$ cat src/rtl/i2c_cmd_sequencer.sv
// Splits one I2C transaction request into START+address, data-byte and STOP byte commands; one status per transaction.
// Latency: the address command is issued 2 cycles after the request is accepted; done_o arrives 1 cycle after the final bus_done_i.
// Backpressure: req_ready_o only in IDLE, wr_ready_o only while waiting for a write byte; rd_valid_o is not backpressured.
// Optional macro I2C_SEQ_RSTART_EN adds req_nostop_i, which leaves the bus owned after a successful transaction.
module i2c_cmd_sequencer #(
    parameter int LEN_W          = 8,
    parameter int TIMEOUT_CYCLES = 200000
) (
    input  logic             clk_i,
    input  logic             nrst_i,
    input  logic             req_valid_i,
    output logic             req_ready_o,
    input  logic [6:0]       req_addr_i,
    input  logic             req_rnw_i,
    input  logic [LEN_W-1:0] req_len_i,
`ifdef I2C_SEQ_RSTART_EN
    input  logic             req_nostop_i,
`endif
    input  logic [7:0]       wr_data_i,
    input  logic             wr_valid_i,
    output logic             wr_ready_o,
    output logic [7:0]       rd_data_o,
    output logic             rd_valid_o,
    output logic             done_o,
    output logic [1:0]       status_o,
    output logic             bus_cmd_valid_o,
    output logic             bus_start_o,
    output logic             bus_stop_o,
    output logic             bus_read_o,
    output logic             bus_write_o,
    output logic             bus_ack_o,
    output logic [7:0]       bus_din_o,
    input  logic             bus_done_i,
    input  logic             bus_rx_ack_i,
    input  logic [7:0]       bus_dout_i,
    input  logic             bus_al_i
);

    localparam logic [1:0] ST_OK   = 2'b00;
    localparam logic [1:0] ST_NACK = 2'b01;
    localparam logic [1:0] ST_AL   = 2'b10;
    localparam logic [1:0] ST_TMO  = 2'b11;
    localparam int TMO_W = (TIMEOUT_CYCLES > 1) ? $clog2(TIMEOUT_CYCLES) : 1;

    typedef enum logic [3:0] {
        S_IDLE, S_ADDR, S_WAIT_ADDR, S_GET_WR, S_ISSUE,
        S_WAIT_BYTE, S_STOP, S_WAIT_STOP, S_DONE
    } state_t;

    state_t             state_q, state_d;
    logic [6:0]         addr_q;
    logic               rnw_q;
    logic [LEN_W-1:0]   len_q;
    logic               nostop_q;
    logic [7:0]         wbyte_q;
    logic [1:0]         status_q, status_d;
    logic [TMO_W-1:0]   tmo_q;
    logic [7:0]         rd_data_q;
    logic               rd_vld_q;
    logic               start_q, stop_q, read_q, write_q, ack_q;
    logic [7:0]         din_q;
    logic               c_start, c_stop, c_read, c_write, c_ack;
    logic [7:0]         c_din;
    logic               cur_wait, nxt_wait, last, tmo_hit;

    assign cur_wait = (state_q == S_WAIT_ADDR) || (state_q == S_WAIT_BYTE) || (state_q == S_WAIT_STOP);
    assign nxt_wait = (state_d == S_WAIT_ADDR) || (state_d == S_WAIT_BYTE) || (state_d == S_WAIT_STOP);
    assign last     = (len_q == LEN_W'(1));
    assign tmo_hit  = (TIMEOUT_CYCLES != 0) && cur_wait && !bus_done_i &&
                      (tmo_q == TMO_W'(TIMEOUT_CYCLES - 1));

    always_comb begin
        state_d  = state_q;
        status_d = status_q;
        case (state_q)
            S_IDLE: begin
                if (req_valid_i) begin
                    state_d  = S_ADDR;
                    status_d = ST_OK;
                end
            end
            S_ADDR:  state_d = S_WAIT_ADDR;
            S_WAIT_ADDR: begin
                if (bus_done_i) begin
                    if (bus_rx_ack_i) begin
                        status_d = ST_NACK;
                        state_d  = stop_q ? S_DONE : S_STOP;
                    end else if (len_q == '0) begin
                        status_d = ST_OK;
                        state_d  = S_DONE;
                    end else begin
                        state_d = rnw_q ? S_ISSUE : S_GET_WR;
                    end
                end
            end
            S_GET_WR: if (wr_valid_i) state_d = S_ISSUE;
            S_ISSUE: state_d = S_WAIT_BYTE;
            S_WAIT_BYTE: begin
                if (bus_done_i) begin
                    // Only writes carry a slave ACK; a NACK forces STOP unless it already went out.
                    if (!rnw_q && bus_rx_ack_i) begin
                        status_d = ST_NACK;
                        state_d  = stop_q ? S_DONE : S_STOP;
                    end else if (last) begin
                        status_d = ST_OK;
                        state_d  = S_DONE;
                    end else begin
                        state_d = rnw_q ? S_ISSUE : S_GET_WR;
                    end
                end
            end
            S_STOP:      state_d = S_WAIT_STOP;
            S_WAIT_STOP: if (bus_done_i) state_d = S_DONE;
            S_DONE:      state_d = S_IDLE;
            default:     state_d = S_IDLE;
        endcase
        if (tmo_hit) begin
            state_d  = S_DONE;
            status_d = ST_TMO;
        end
        // Losing arbitration outranks a completion seen in the same cycle.
        if (bus_al_i && (state_q != S_IDLE) && (state_q != S_DONE)) begin
            state_d  = S_DONE;
            status_d = ST_AL;
        end
    end

    always_comb begin
        c_start = 1'b0;
        c_stop  = 1'b0;
        c_read  = 1'b0;
        c_write = 1'b0;
        c_ack   = 1'b0;
        c_din   = 8'h00;
        case (state_q)
            S_ADDR: begin
                c_start = 1'b1;
                c_write = 1'b1;
                c_stop  = (len_q == '0) && !nostop_q;
                c_din   = {addr_q, rnw_q};
            end
            S_ISSUE: begin
                c_write = !rnw_q;
                c_read  = rnw_q;
                c_ack   = rnw_q && last;
                c_stop  = last && !nostop_q;
                c_din   = rnw_q ? 8'h00 : wbyte_q;
            end
            S_STOP:  c_stop = 1'b1;
            default: ;
        endcase
    end

`ifdef I2C_SEQ_RSTART_EN
    always_ff @(posedge clk_i) begin
        if (!nrst_i)
            nostop_q <= 1'b0;
        else if (state_q == S_IDLE && req_valid_i)
            nostop_q <= req_nostop_i;
    end
`else
    assign nostop_q = 1'b0;
`endif

    always_ff @(posedge clk_i) begin
        if (!nrst_i) begin
            state_q   <= S_IDLE;
            status_q  <= ST_OK;
            addr_q    <= '0;
            rnw_q     <= 1'b0;
            len_q     <= '0;
            wbyte_q   <= '0;
            tmo_q     <= '0;
            rd_data_q <= '0;
            rd_vld_q  <= 1'b0;
            start_q   <= 1'b0;
            stop_q    <= 1'b0;
            read_q    <= 1'b0;
            write_q   <= 1'b0;
            ack_q     <= 1'b0;
            din_q     <= '0;
        end else begin
            state_q  <= state_d;
            status_q <= status_d;
            if (state_q == S_IDLE && req_valid_i) begin
                addr_q <= req_addr_i;
                rnw_q  <= req_rnw_i;
                len_q  <= req_len_i;
            end
            if (state_q == S_GET_WR && wr_valid_i)
                wbyte_q <= wr_data_i;
            if (state_q == S_WAIT_BYTE && bus_done_i && !bus_al_i && len_q != '0)
                len_q <= len_q - LEN_W'(1);
            tmo_q    <= cur_wait ? tmo_q + TMO_W'(1) : '0;
            rd_vld_q <= (state_q == S_WAIT_BYTE) && rnw_q && bus_done_i && !bus_al_i;
            if ((state_q == S_WAIT_BYTE) && rnw_q && bus_done_i && !bus_al_i)
                rd_data_q <= bus_dout_i;
            // Fields load on issue, hold while waiting, clear once the command retires.
            if (!nxt_wait) begin
                start_q <= 1'b0;
                stop_q  <= 1'b0;
                read_q  <= 1'b0;
                write_q <= 1'b0;
                ack_q   <= 1'b0;
                din_q   <= '0;
            end else if (!cur_wait) begin
                start_q <= c_start;
                stop_q  <= c_stop;
                read_q  <= c_read;
                write_q <= c_write;
                ack_q   <= c_ack;
                din_q   <= c_din;
            end
        end
    end

    assign req_ready_o     = (state_q == S_IDLE);
    assign wr_ready_o      = (state_q == S_GET_WR);
    assign done_o          = (state_q == S_DONE);
    assign status_o        = done_o ? status_q : 2'b00;
    assign rd_data_o       = rd_data_q;
    assign rd_valid_o      = rd_vld_q;
    assign bus_cmd_valid_o = cur_wait;
    assign bus_start_o     = start_q;
    assign bus_stop_o      = stop_q;
    assign bus_read_o      = read_q;
    assign bus_write_o     = write_q;
    assign bus_ack_o       = ack_q;
    assign bus_din_o       = din_q;

endmodule

$ cat config.mk
export PLATFORM = sky130hd
export DESIGN_NAME = i2c_cmd_sequencer
export DESIGN_NICKNAME = d
export VERILOG_FILES = /design/src/rtl/i2c_cmd_sequencer.sv
export SDC_FILE = /design/constraint.sdc
export NUM_CORES = 1
export LEC_CHECK = 0
export CAP_MARGIN = 20
export CORE_MARGIN = 3
export CORE_UTILIZATION = 48
export CTS_CLUSTER_DIAMETER = 200
export DETAILED_ROUTE_END_ITERATION = 12
export PLACE_DENSITY = 0.73
export SLEW_MARGIN = 25
export SYNTH_ARGS = -nofsm -noshare
export SYNTH_HDL_FRONTEND = slang
export SYNTH_SLANG_ARGS = --single-unit
$ cat constraint.sdc
create_clock -name clk_i -period 3.25 [get_ports clk_i]
set_input_delay 0.8125 -clock clk_i [delete_from_list [all_inputs] [get_ports clk_i]]
set_output_delay 0.8125 -clock clk_i [all_outputs]
set_load 0.05 [all_outputs]
==> metrics.md, run 1 <==
| Metric | Value |
|---|---|
| Die height | `88.9 microns` |
| Yosys warning count | `0` |
| Fin nets | `488` |
| Fin. Hold Viols | `0` |
| CP required | `2.44 ns` |
| Top cells by area, synth | `dfxtp_1 (42%), a21oi_1 (6.7%), nor2_1 (4.9%)` |
| Synth-to-Final Area Change | `28.5%` |
| Gate count of the mapped netlist | `384` |
| Clock Sink Count | `70` |
| Synthesized area | `0.00330 sq mm` |
| Largest stage delay on the critical path | `0.81 ns` |
| WP data arrival | `2.25 ns` |
| Slew Limit Fails | `0` |
| CP max stage cell | `clkdlybuf4s50_1` |
| Kind of critical path | `reg -> out` |
| Core footprint | `0.00649 sq mm` |
| TritonCTS clock tree | `done` |
| VDD IR-drop max | `0.256 mV` |
| Pwr/cell area | `503 mW/mm^2` |
| Worst-margin pin slew | `0.726 ns` |
| Vias in the first global route | `2907` |
| Final ANT Viol Nets | `0` |
| Diode count | `0` |
| Cell taking the most area after synthesis | `dfxtp_1` |
| Clock Skews | `0.0123 ns` |
| Port bufs | `66` |
| Endpoints failing setup | `0` |
| Final wirelength | `8.04 mm` |
| Die W | `88.9 microns` |
| Cell family with most CP delay | `buffers and inverters` |
| Drt via density | `5.60` |
| Layout cells sized above 1 | `10.7%` |
| Ports | `67` |
| Leak | `1.52 nW` |
| CTS root buf | `clkbuf_8` |
| GR Overflow Total | `0` |
| Power, Total | `2.13 mW` |
| Number of synthesized register bits | `70` |
| GR Layer Usage met2 | `38.7%` |
| Worst-path cell chain | `nor3_1, and3_1, clkdlybuf4s50_1` |
| Wirelength per Cell | `15.2 microns` |
| Maximum fanout along the worst path | `16` |
| GRT met3 Usage | `8.29%` |
| HP Class | `reg -> reg` |
| Initial antenna violation count | `0` |
| DRC viols | `0` |
| Synthesized area per cell | `8.59 sq um` |
| Clock transition at path regs | `0.09 ns` |
| Row count | `29` |
| Initial DRT Pass Iterations | `4` |
| Peak Freq | `326 MHz` |
| H-tree depth | `3` |
| GRT busiest layer | `met2` |
| Initial core utilization | `50.8%` |
| Sequential area share after synthesis | `42.5%` |
| Hold slack | `0.455 ns` |
| Net Count, Synth | `427` |
| Global placer's final weighted congestion | `0.889` |
| Async set-reset flop share out of synthesis | `0%` |
| Top FF cell, synth | `dfxtp_1` |
| Fin crit share | `94.3%` |
| Largest net degree at the start of global routing | `37` |
| Post-synth EDFFs | `0` |
| Outcome | `finished, final reports clean` |
| Post-route setup TNS | `0 ns` |
| Post-synth top area share | `42.5%` |
| DR vias | `2950` |
| Initial drt markers | `131` |
| DIE AREA | `0.00790 sq mm` |
| Overall Global Routing Usage | `22.1%` |
| CTS resizes | `0` |
| RSZ-0062 raised after global routing | `false` |
| Post-DP HPWL | `5.85 mm` |
| Clk_lat worst skew | `0.34 ns` |
| Total CTS buffers | `9` |
| First-pass GRT wire length | `13.5 mm` |
| Hold buffer count at cts | `0` |
| CP startpoint kind | `register` |
| Clock Path Buffers | `2` |
| Relative slew slack | `51.2%` |
| MaxCap Viol Count | `0` |
| CP endpoint kind | `primary output` |
| Grt met1 use | `25.2%` |
| Setup Fix Bufs, Post-CTS | `0` |
| Synth cell types | `58` |
| CP Buf/Inv Count | `1` |
| Post-layout min period | `3.06 ns` |
## routing by layer
layer	share of wire (%)	wire (microns)
met1	42	3400
met2	49	3970
met3	7.2	579
met4	1.1	86
met5	0	0
## final cells by class
cell class                 count  area [sq um]
fill                         551          2260
multi-input combinational    282          1760
sequential                    70          1400
timing repair buffer          77           756
clock buffer                   9           124
tap                           77          96.3
clock inverter                 7          80.1
inverter                       5          18.8
## cell families (layout without fill, tap and decap cells)
family	Yosys count	after routing	share of synthesized area, %
simple gates	170	170	28.1
compound gates	83	83	16.3
flops	70	70	42.5
buf+inv	32	98	4.28
xor+xnor	13	13	3.45
mux	12	12	3.83
fa+ha+maj	4	4	1.52
## synthesized netlist by cell type (all sizes together) (2+ instances only)
cell / instances
dfxtp: 70
a21oi: 44
nor2: 43
nand2: 42
nor4: 21
clkbuf: 19
nand3: 17
and3: 10
mux2i: 10
nor3: 9
buf: 8
xor2: 8
a22o: 7
o21ai: 6
inv: 5
xnor2: 5
ha: 4
nand2b: 4
or3: 4
a211oi: 3
a221oi: 3
and2: 3
nor2b: 3
nor3b: 3
a2111oi: 2
and4: 2
mux2: 2
nand4: 2
o21a: 2
o22ai: 2
o31a: 2
o32ai: 2
## sequential cells by signal, summed over array words and instances (netlist names)
signal	flops
bus_start_o	1
bus_write_o	1
rnw_q	1
bus_ack_o	1
addr_q	7
rd_data_o	8
state_q	4
rd_valid_o	1
bus_din_o	8
tmo_q	18
wbyte_q	8
bus_stop_o	1
len_q	8
bus_read_o	1
status_q	2
## report_power, final
part / switching, mW / total, mW / internal [mW]
Sequential: 0.0570 / 0.954 / 0.897
Clock: 0.360 / 0.723 / 0.364
Combinational: 0.264 / 0.454 / 0.190
Total: 0.681 / 2.13 / 1.45
## placed cells by master (no fill, tap or decap), drive strengths merged, types with 3 or more instances in the layout
cell,synthesis,final
xor2,8,8
nor3,9,9
buf,8,12
mux2i,10,10
nor2,43,43
dfxtp,70,70
nor3b,3,3
a221oi,3,3
a21oi,44,44
clkbuf,19,9
nand2b,4,4
and2,3,3
o21ai,6,6
clkdlybuf4s50,0,64
a211oi,3,3
inv,5,8
xnor2,5,5
nand3,17,17
or3,4,4
nor2b,3,3
nor4,21,21
ha,4,4
nand2,42,42
a22o,7,7
and3,10,10
## through the flow
step	setup WS, ns	cells	cell area, sq um	utilization, %
2_1_floorplan	0.378	384	3310	-
3_3_place_gp	0.173	511	4030	62.1
3_5_place_dp	0.119	511	4030	62.1
4_1_cts	0.0996	527	4240	65.2
5_1_grt	0.00446	527	4240	65.3
6_report	0.187	527	4240	65.3
## final timing paths
path         cells past startpoint        from  slack [ns]     endpoint
max reg2reg                      7  state_q[2]        0.48     len_q[5]
max                              3  state_q[1]        0.19  status_o[0]
min reg2reg                      1    tmo_q[0]        0.46     tmo_q[0]
min                              1    tmo_q[0]        0.46     tmo_q[0]
Power figures use the tool's default switching activity.
==> inputs of run 2 (changes only) <==
--- a/config.mk
+++ b/config.mk
@@ -7,10 +7,10 @@
 export LEC_CHECK = 0
 export CAP_MARGIN = 20
 export CORE_MARGIN = 3
-export CORE_UTILIZATION = 48
+export CORE_UTILIZATION = 40
 export CTS_CLUSTER_DIAMETER = 200
 export DETAILED_ROUTE_END_ITERATION = 12
-export PLACE_DENSITY = 0.73
+export PLACE_DENSITY = 0.63
 export SLEW_MARGIN = 25
 export SYNTH_ARGS = -nofsm -noshare
 export SYNTH_HDL_FRONTEND = slang
==> run 2 against run 1 <==
Effect of this change: clock skew is 0.00097 ns lower; cell count increased by 4.7%; first-iteration DRC count shrank 7.6%; design area is 2.1% higher; critical path depth stayed put; clock power is 22% higher; flip-flop and latch count did not move; count of clock-buffer cells in the layout increased by 2; total power increased by 7.9%; largest cell class unchanged; largest power group unchanged.
==> metrics.md, run 2 (same netlist as run 1, synthesis figures left out) <==
| Metric | Value |
|---|---|
| Post-layout min period | `3.06 ns (about the same)` |
| Drt via density | `5.33 (was 5.60)` |
| Core footprint | `0.00785 sq mm (was 0.00649 sq mm)` |
| Row count | `32 (was 29)` |
| Overall Global Routing Usage | `17.7% (was 22.1%)` |
| Outcome | `finished, final reports clean (unchanged)` |
| Placed insts | `536 (was 511)` |
| DIE AREA | `0.00937 sq mm (was 0.00790 sq mm)` |
| Clock transition at path regs | `0.07 ns (was 0.09 ns)` |
| WP data arrival | `2.25 ns (about the same)` |
| HP Class | `reg -> reg (unchanged)` |
| CP endpoint kind | `primary output (unchanged)` |
| Largest net degree at the start of global routing | `37 (unchanged)` |
| Total CTS buffers | `9 (unchanged)` |
| Endpoints failing setup | `0 (unchanged)` |
| Worst-margin pin slew | `0.717 ns (was 0.726 ns)` |
| DR vias | `2944 (was 2950)` |
| Max reg flops | `18 (unchanged)` |
| Post-DP HPWL | `5.63 mm (was 5.85 mm)` |
| Port bufs | `66 (unchanged)` |
| Relative slew slack | `52.2% (was 51.2%)` |
| Kind of critical path | `reg -> out (unchanged)` |
| Diode count | `0 (unchanged)` |
| Final wirelength | `8.14 mm (was 8.04 mm)` |
| Peak Freq | `327 MHz (was 326 MHz)` |
| Most frequent cells in the layout | `dfxtp_1 (69), clkdlybuf4s50_1 (65), a21oi_1 (44), nor2_1 (43), nand2_1 (42) (was dfxtp_1 (70), clkdlybuf4s50_1 (64), a21oi_1 (44), nor2_1 (43), nand2_1 (42))` |
| Fin cells | `552 (was 527)` |
| VDD IR-drop max | `0.237 mV (was 0.256 mV)` |
| Maximum fanout along the worst path | `14 (was 16)` |
| Biggest register | `tmo_q (unchanged)` |
| RSZ-0062 raised after global routing | `false (unchanged)` |
| Layout cells sized above 1 | `11.1% (was 10.7%)` |
| CP required | `2.44 ns (about the same)` |
| TritonCTS clock tree | `done (unchanged)` |
| Initial drt markers | `121 (was 131)` |
| Vias in the first global route | `2882 (was 2907)` |
| Clock Sink Count | `70 (unchanged)` |
| Die W | `96.8 microns (was 88.9 microns)` |
| Clock Path Buffers | `2 (unchanged)` |
| Initial antenna violation count | `0 (unchanged)` |
| GR Overflow Total | `0 (unchanged)` |
| CP startpoint kind | `register (unchanged)` |
| Leading cell type in the layout, fill and taps excluded | `dfxtp_1 (unchanged)` |
| First-pass GRT wire length | `13.8 mm (was 13.5 mm)` |
| Leak | `1.52 nW (about the same)` |
| DRC viols | `0 (unchanged)` |
| Slew Limit Fails | `0 (unchanged)` |
| Fin crit share | `94.2% (was 94.3%)` |
| Ports | `67 (unchanged)` |
| Initial core utilization | `42.0% (was 50.8%)` |
| H-tree depth | `3 (unchanged)` |
| Wirelength per Cell | `14.7 microns (was 15.2 microns)` |
| Clk_lat worst skew | `0.34 ns (about the same)` |
| CTS root buf | `clkbuf_8 (unchanged)` |
| Final ANT Viol Nets | `0 (unchanged)` |
| Global placer's final weighted congestion | `0.865 (was 0.889)` |
| Fin. Hold Viols | `0 (unchanged)` |
| Synth-to-Final Area Change | `31.2% (was 28.5%)` |
| Hold buffer count at cts | `0 (unchanged)` |
| Pwr/cell area | `532 mW/mm^2 (was 503 mW/mm^2)` |
| MaxCap Viol Count | `0 (unchanged)` |
| Die height | `96.8 microns (was 88.9 microns)` |
| Clock Skews | `0.0114 ns (was 0.0123 ns)` |
| Post-route setup TNS | `0 ns (unchanged)` |
| Fin nets | `488 (unchanged)` |
| Initial DRT Pass Iterations | `4 (unchanged)` |
-- run 2: cell count changes in the layout (fill, tap and decap cells not counted) --
cell / before / now
clkdlybuf4s50_1: 64 / 65
dfxtp_2: 0 / 1
bufinv_16: 1 / 3
dfxtp_1: 70 / 69
inv_6: 3 / 0
clkbuf_8: 9 / 11
clkinv_4: 1 / 0
nor4_1: 9 / 8
dlymetal6s2s_1: 1 / 0
nor4_2: 11 / 12
-- run 2: what timing repair did --
item,4_1_cts,5_1_grt
endpoints found under the setup margin,0,1
setup buffers,0,0
hold endpoints to repair,0,0
resized for setup,0,1
-- run 2: worst paths after layout --
kind	depth (start not counted)	slack [ns]	from	end
max reg2reg	6	0.50	state_q[2]	bus_read_o
min	1	0.45	tmo_q[0]	tmo_q[0]
min reg2reg	1	0.45	tmo_q[0]	tmo_q[0]
max	3	0.19	state_q[0]	wr_ready_o
-- run 2: metal layers --
layer | vias up | track usage, % | wire length, microns
met1 | 1348 | 23.5 | 3730
met4 | 0 | 5.18 | 75
li1 | 1505 | - | -
met5 | - | 0 | 0
met2 | 85 | 27.6 | 3800
met3 | 6 | 5.77 | 538
-- run 2: critical path, cell delays in order, from the launching register on --
cell and delay (ns):
dfxtp_1 0.62, nand2_1 0.20, nor3_1 0.24, clkdlybuf4s50_1 0.85
-- run 2: layout make-up --
type	instances	area (sq um)
timing repair buffer	77	753
clock buffer	11	151
inverter	5	18.8
multi-input combinational	282	1770
fill	772	3520
tap	102	128
clock inverter	5	105
sequential	70	1400
-- run 2: report_power, final --
| group | total, mW | internal, mW | switching, mW |
|---|---|---|---|
| combinational | 0.462 | 0.191 | 0.271 |
| sequential | 0.954 | 0.897 | 0.0572 |
| clock | 0.884 | 0.552 | 0.332 |
-- run 2: stage by stage --
stage	power (mW)	cell area, sq um	setup slack [ns]	hold WS [ns]	util (%)
floorplan	1.28	3310	0.378	0.413	-
global placement	1.43	4070	0.251	0.427	51.9
detailed placement	1.43	4070	0.208	0.442	51.9
CTS	2.33	4330	0.105	0.452	55.1
global route	2.42	4330	0.0599	0.464	55.1
finish	2.30	4330	0.190	0.451	55.1
==> inputs of run 3 (changes only) <==
--- a/config.mk
+++ b/config.mk
@@ -10,6 +10,7 @@
 export CORE_UTILIZATION = 40
 export CTS_CLUSTER_DIAMETER = 200
 export DETAILED_ROUTE_END_ITERATION = 12
+export GPL_TIMING_DRIVEN = 0
 export PLACE_DENSITY = 0.63
 export SLEW_MARGIN = 25
 export SYNTH_ARGS = -nofsm -noshare
==> run 3 against run 2 <==
Effect of this change: fmax fell by 0.95%; largest cell class unchanged; critical endpoint is now status_o[0]; largest power group unchanged; critical path type unchanged; highest routed layer unchanged; via count up 4.5%; hold slack got worse by 0.00071 ns; cell count increased by 2.7%.
==> metrics.md, run 3 (same netlist as run 1, synthesis figures left out) <==
| Metric | Value |
|---|---|
| Biggest register | `tmo_q (unchanged)` |
| Pwr/cell area | `516 mW/mm^2 (was 532 mW/mm^2)` |
| Drt via density | `5.43 (was 5.33)` |
| Final-layout fill cell count | `762 (was 772)` |
| Final ANT Viol Nets | `0 (unchanged)` |
| Relative slew slack | `54.5% (was 52.2%)` |
| WP data arrival | `2.28 ns (was 2.25 ns)` |
| Die W | `96.8 microns (unchanged)` |
| Wirelength per Cell | `15.1 microns (was 14.7 microns)` |
| Fin crit share | `95.1% (was 94.2%)` |
| CP max stage cell | `clkdlybuf4s50_1 (unchanged)` |
| Reg-to-reg slack, setup | `0.59 ns (was 0.50 ns)` |
| Overall Global Routing Usage | `18.5% (was 17.7%)` |
| Clock Skews | `0.0112 ns (was 0.0114 ns)` |
| Hold Crit Start | `tmo_q[0] (unchanged)` |
| Crit path to | `status_o[0] (was wr_ready_o)` |
| Clock Path Buffers | `2 (unchanged)` |
| Initial drt markers | `118 (was 121)` |
| Kind of critical path | `reg -> out (unchanged)` |
| MaxCap Viol Count | `0 (unchanged)` |
| Port bufs | `64 (was 66)` |
| HP Class | `reg -> reg (unchanged)` |
| Post-DP HPWL | `6.40 mm (was 5.63 mm)` |
| Peak Freq | `324 MHz (was 327 MHz)` |
| Layout cells sized above 1 | `10.3% (was 11.1%)` |
| Fin. Hold Viols | `0 (unchanged)` |
| Maximum fanout along the worst path | `10 (was 14)` |
| Final core occ | `55.3% (was 55.1%)` |
| Reg-to-reg startpoint | `len_q[2] (was state_q[2])` |
| CTS root buf | `clkbuf_8 (unchanged)` |
| Initial DRT Pass Iterations | `4 (unchanged)` |
| Die height | `96.8 microns (unchanged)` |
| Post-route cell area | `0.00434 sq mm (was 0.00433 sq mm)` |
| VDD IR-drop max | `0.255 mV (was 0.237 mV)` |
| Endpoints failing setup | `0 (unchanged)` |
| Leak | `1.54 nW (was 1.52 nW)` |
| First-pass GRT wire length | `14.3 mm (was 13.8 mm)` |
| DR vias | `3077 (was 2944)` |
| Post-route setup TNS | `0 ns (unchanged)` |
| Clk_lat worst skew | `0.33 ns (was 0.34 ns)` |
| H-tree depth | `3 (unchanged)` |
| Row count | `32 (unchanged)` |
| TritonCTS clock tree | `done (unchanged)` |
| Diode count | `0 (unchanged)` |
| Largest stage delay on the critical path | `0.80 ns (was 0.85 ns)` |
| RR Endpoint | `bus_ack_o (was bus_read_o)` |
| Final wirelength | `8.56 mm (was 8.14 mm)` |
| Synth-to-Final Area Change | `31.5% (was 31.2%)` |
| CP Buf/Inv Count | `2 (was 1)` |
| Worst-margin pin slew | `0.682 ns (was 0.717 ns)` |
| Power Internal | `1.57 mW (was 1.64 mW)` |
| GR Overflow Total | `0 (unchanged)` |
| Worst R2R Path Depth | `10 (was 6)` |
| Clock Sink Count | `70 (unchanged)` |
| Total CTS buffers | `9 (unchanged)` |
| Hold buffer count at cts | `0 (unchanged)` |
| Post-layout min period | `3.09 ns (was 3.06 ns)` |
| Worst-path cell chain | `clkbuf_1, nor3_2, and3_1, clkdlybuf4s50_1 (was nand2_1, nor3_1, clkdlybuf4s50_1)` |
| Leading cell type in the layout, fill and taps excluded | `dfxtp_1 (unchanged)` |
| CP startpoint kind | `register (unchanged)` |
| Cell family with most CP delay | `buffers and inverters (unchanged)` |
| Outcome | `finished, final reports clean (unchanged)` |
| Setup Fix Bufs, Post-CTS | `0 (unchanged)` |
| CP required | `2.44 ns (about the same)` |
| Net Sw Power | `672 uW (was 660 uW)` |
| Initial antenna violation count | `0 (unchanged)` |
| Placed cell area | `0.00409 sq mm (was 0.00407 sq mm)` |
| DIE AREA | `0.00937 sq mm (unchanged)` |
| Net Sw Frac | `30.0% (was 28.7%)` |
| Most frequent cells in the layout | `dfxtp_1 (70), clkdlybuf4s50_1 (62), nor2_1 (43), a21oi_1 (43), nand2_1 (42) (was dfxtp_1 (69), clkdlybuf4s50_1 (65), a21oi_1 (44), nor2_1 (43), nand2_1 (42))` |
| Fin nets | `503 (was 488)` |
| Critical Path Start | `state_q[1] (was state_q[0])` |
| Ports | `67 (unchanged)` |
| CP endpoint kind | `primary output (unchanged)` |
| Clock transition at path regs | `0.08 ns (was 0.07 ns)` |
| Vias in the first global route | `2930 (was 2882)` |
| Initial core utilization | `42.0% (unchanged)` |
| Largest net degree at the start of global routing | `13 (was 37)` |
| Flop pwr share | `41.5% (about the same)` |
| Max reg flops | `18 (unchanged)` |
| Gate power share | `22.6% (was 20.1%)` |
| Slew Limit Fails | `0 (unchanged)` |
| RSZ-0062 raised after global routing | `false (unchanged)` |
| Critical path depth | `4 (was 3)` |
| Global placer's final weighted congestion | `0.877 (was 0.865)` |
| DRC viols | `0 (unchanged)` |
| Clock power share | `36.0% (was 38.4%)` |
| Core footprint | `0.00785 sq mm (unchanged)` |
run 3: changes by cell type in the layout (fill, tap and decap cells not counted), sizes merged:
cell | previous run | this run
clkinvlp | 2 | 0
clkdlybuf4s50 | 65 | 62
clkbuf | 11 | 31
clkinv | 0 | 1
buf | 12 | 9
inv | 5 | 6
dlymetal6s2s | 0 | 1
clkdlybuf4s15 | 0 | 1
bufinv | 3 | 2
run 3: worst min-delay path by stage:
stage / end / slack [ns] / depth (start not counted)
3_3_place_gp: tmo_q[0] / 0.43 / 1
3_5_place_dp: tmo_q[0] / 0.44 / 1
4_1_cts: tmo_q[0] / 0.46 / 1
5_1_grt: rd_data_o[6] / 0.48 / 2
2_1_floorplan: tmo_q[0] / 0.41 / 1
6_report: tmo_q[0] / 0.45 / 1
run 3: per-stage QoR:
stage / instances / hold WS [ns] / power [mW] / setup WS, ns
final: 567 / 0.451 / 2.24 / 0.160
after global routing: 567 / 0.483 / 2.36 / 0.0304
after CTS: 567 / 0.456 / 2.26 / 0.0143
after detailed placement: 551 / 0.439 / 1.45 / -0.353
after global placement: 550 / 0.434 / 1.44 / -0.361
after floorplan: 384 / 0.413 / 1.28 / 0.378
run 3: final cells by class:
cell class / instances / area, sq um / area share [%]
well taps: 102 / 128 / 2.94
clock inverters: 4 / 77.6 / 1.79
clock buffers: 12 / 155 / 3.58
inverters: 5 / 18.8 / 0.433
plain buffers: 27 / 124 / 2.85
flip-flops and latches: 70 / 1400 / 32.3
multi-input cells: 282 / 1790 / 41.1
repair buffers: 65 / 649 / 15.0
run 3: timing repair:
action                                  4_1_cts  5_1_grt
endpoints found under the setup margin        1        5
gates resized for setup                       5        3
pin swaps                                     0        0
run 3: per-layer routing:
layer | up-vias | track usage, % | wire length [microns]
met5 | - | 0 | 0
met3 | 10 | 4.54 | 458
met2 | 68 | 29.6 | 3980
met4 | 0 | 5.62 | 99
met1 | 1458 | 24.5 | 4020
li1 | 1541 | - | -
run 3: power groups by stage:
stage	clock network (mW)	logic (mW)	registers, mW
after floorplan	0	0.339	0.945
after global placement	0	0.494	0.947
after detailed placement	0	0.500	0.949
after CTS	0.825	0.503	0.929
after global routing	0.869	0.558	0.935
final	0.807	0.505	0.929
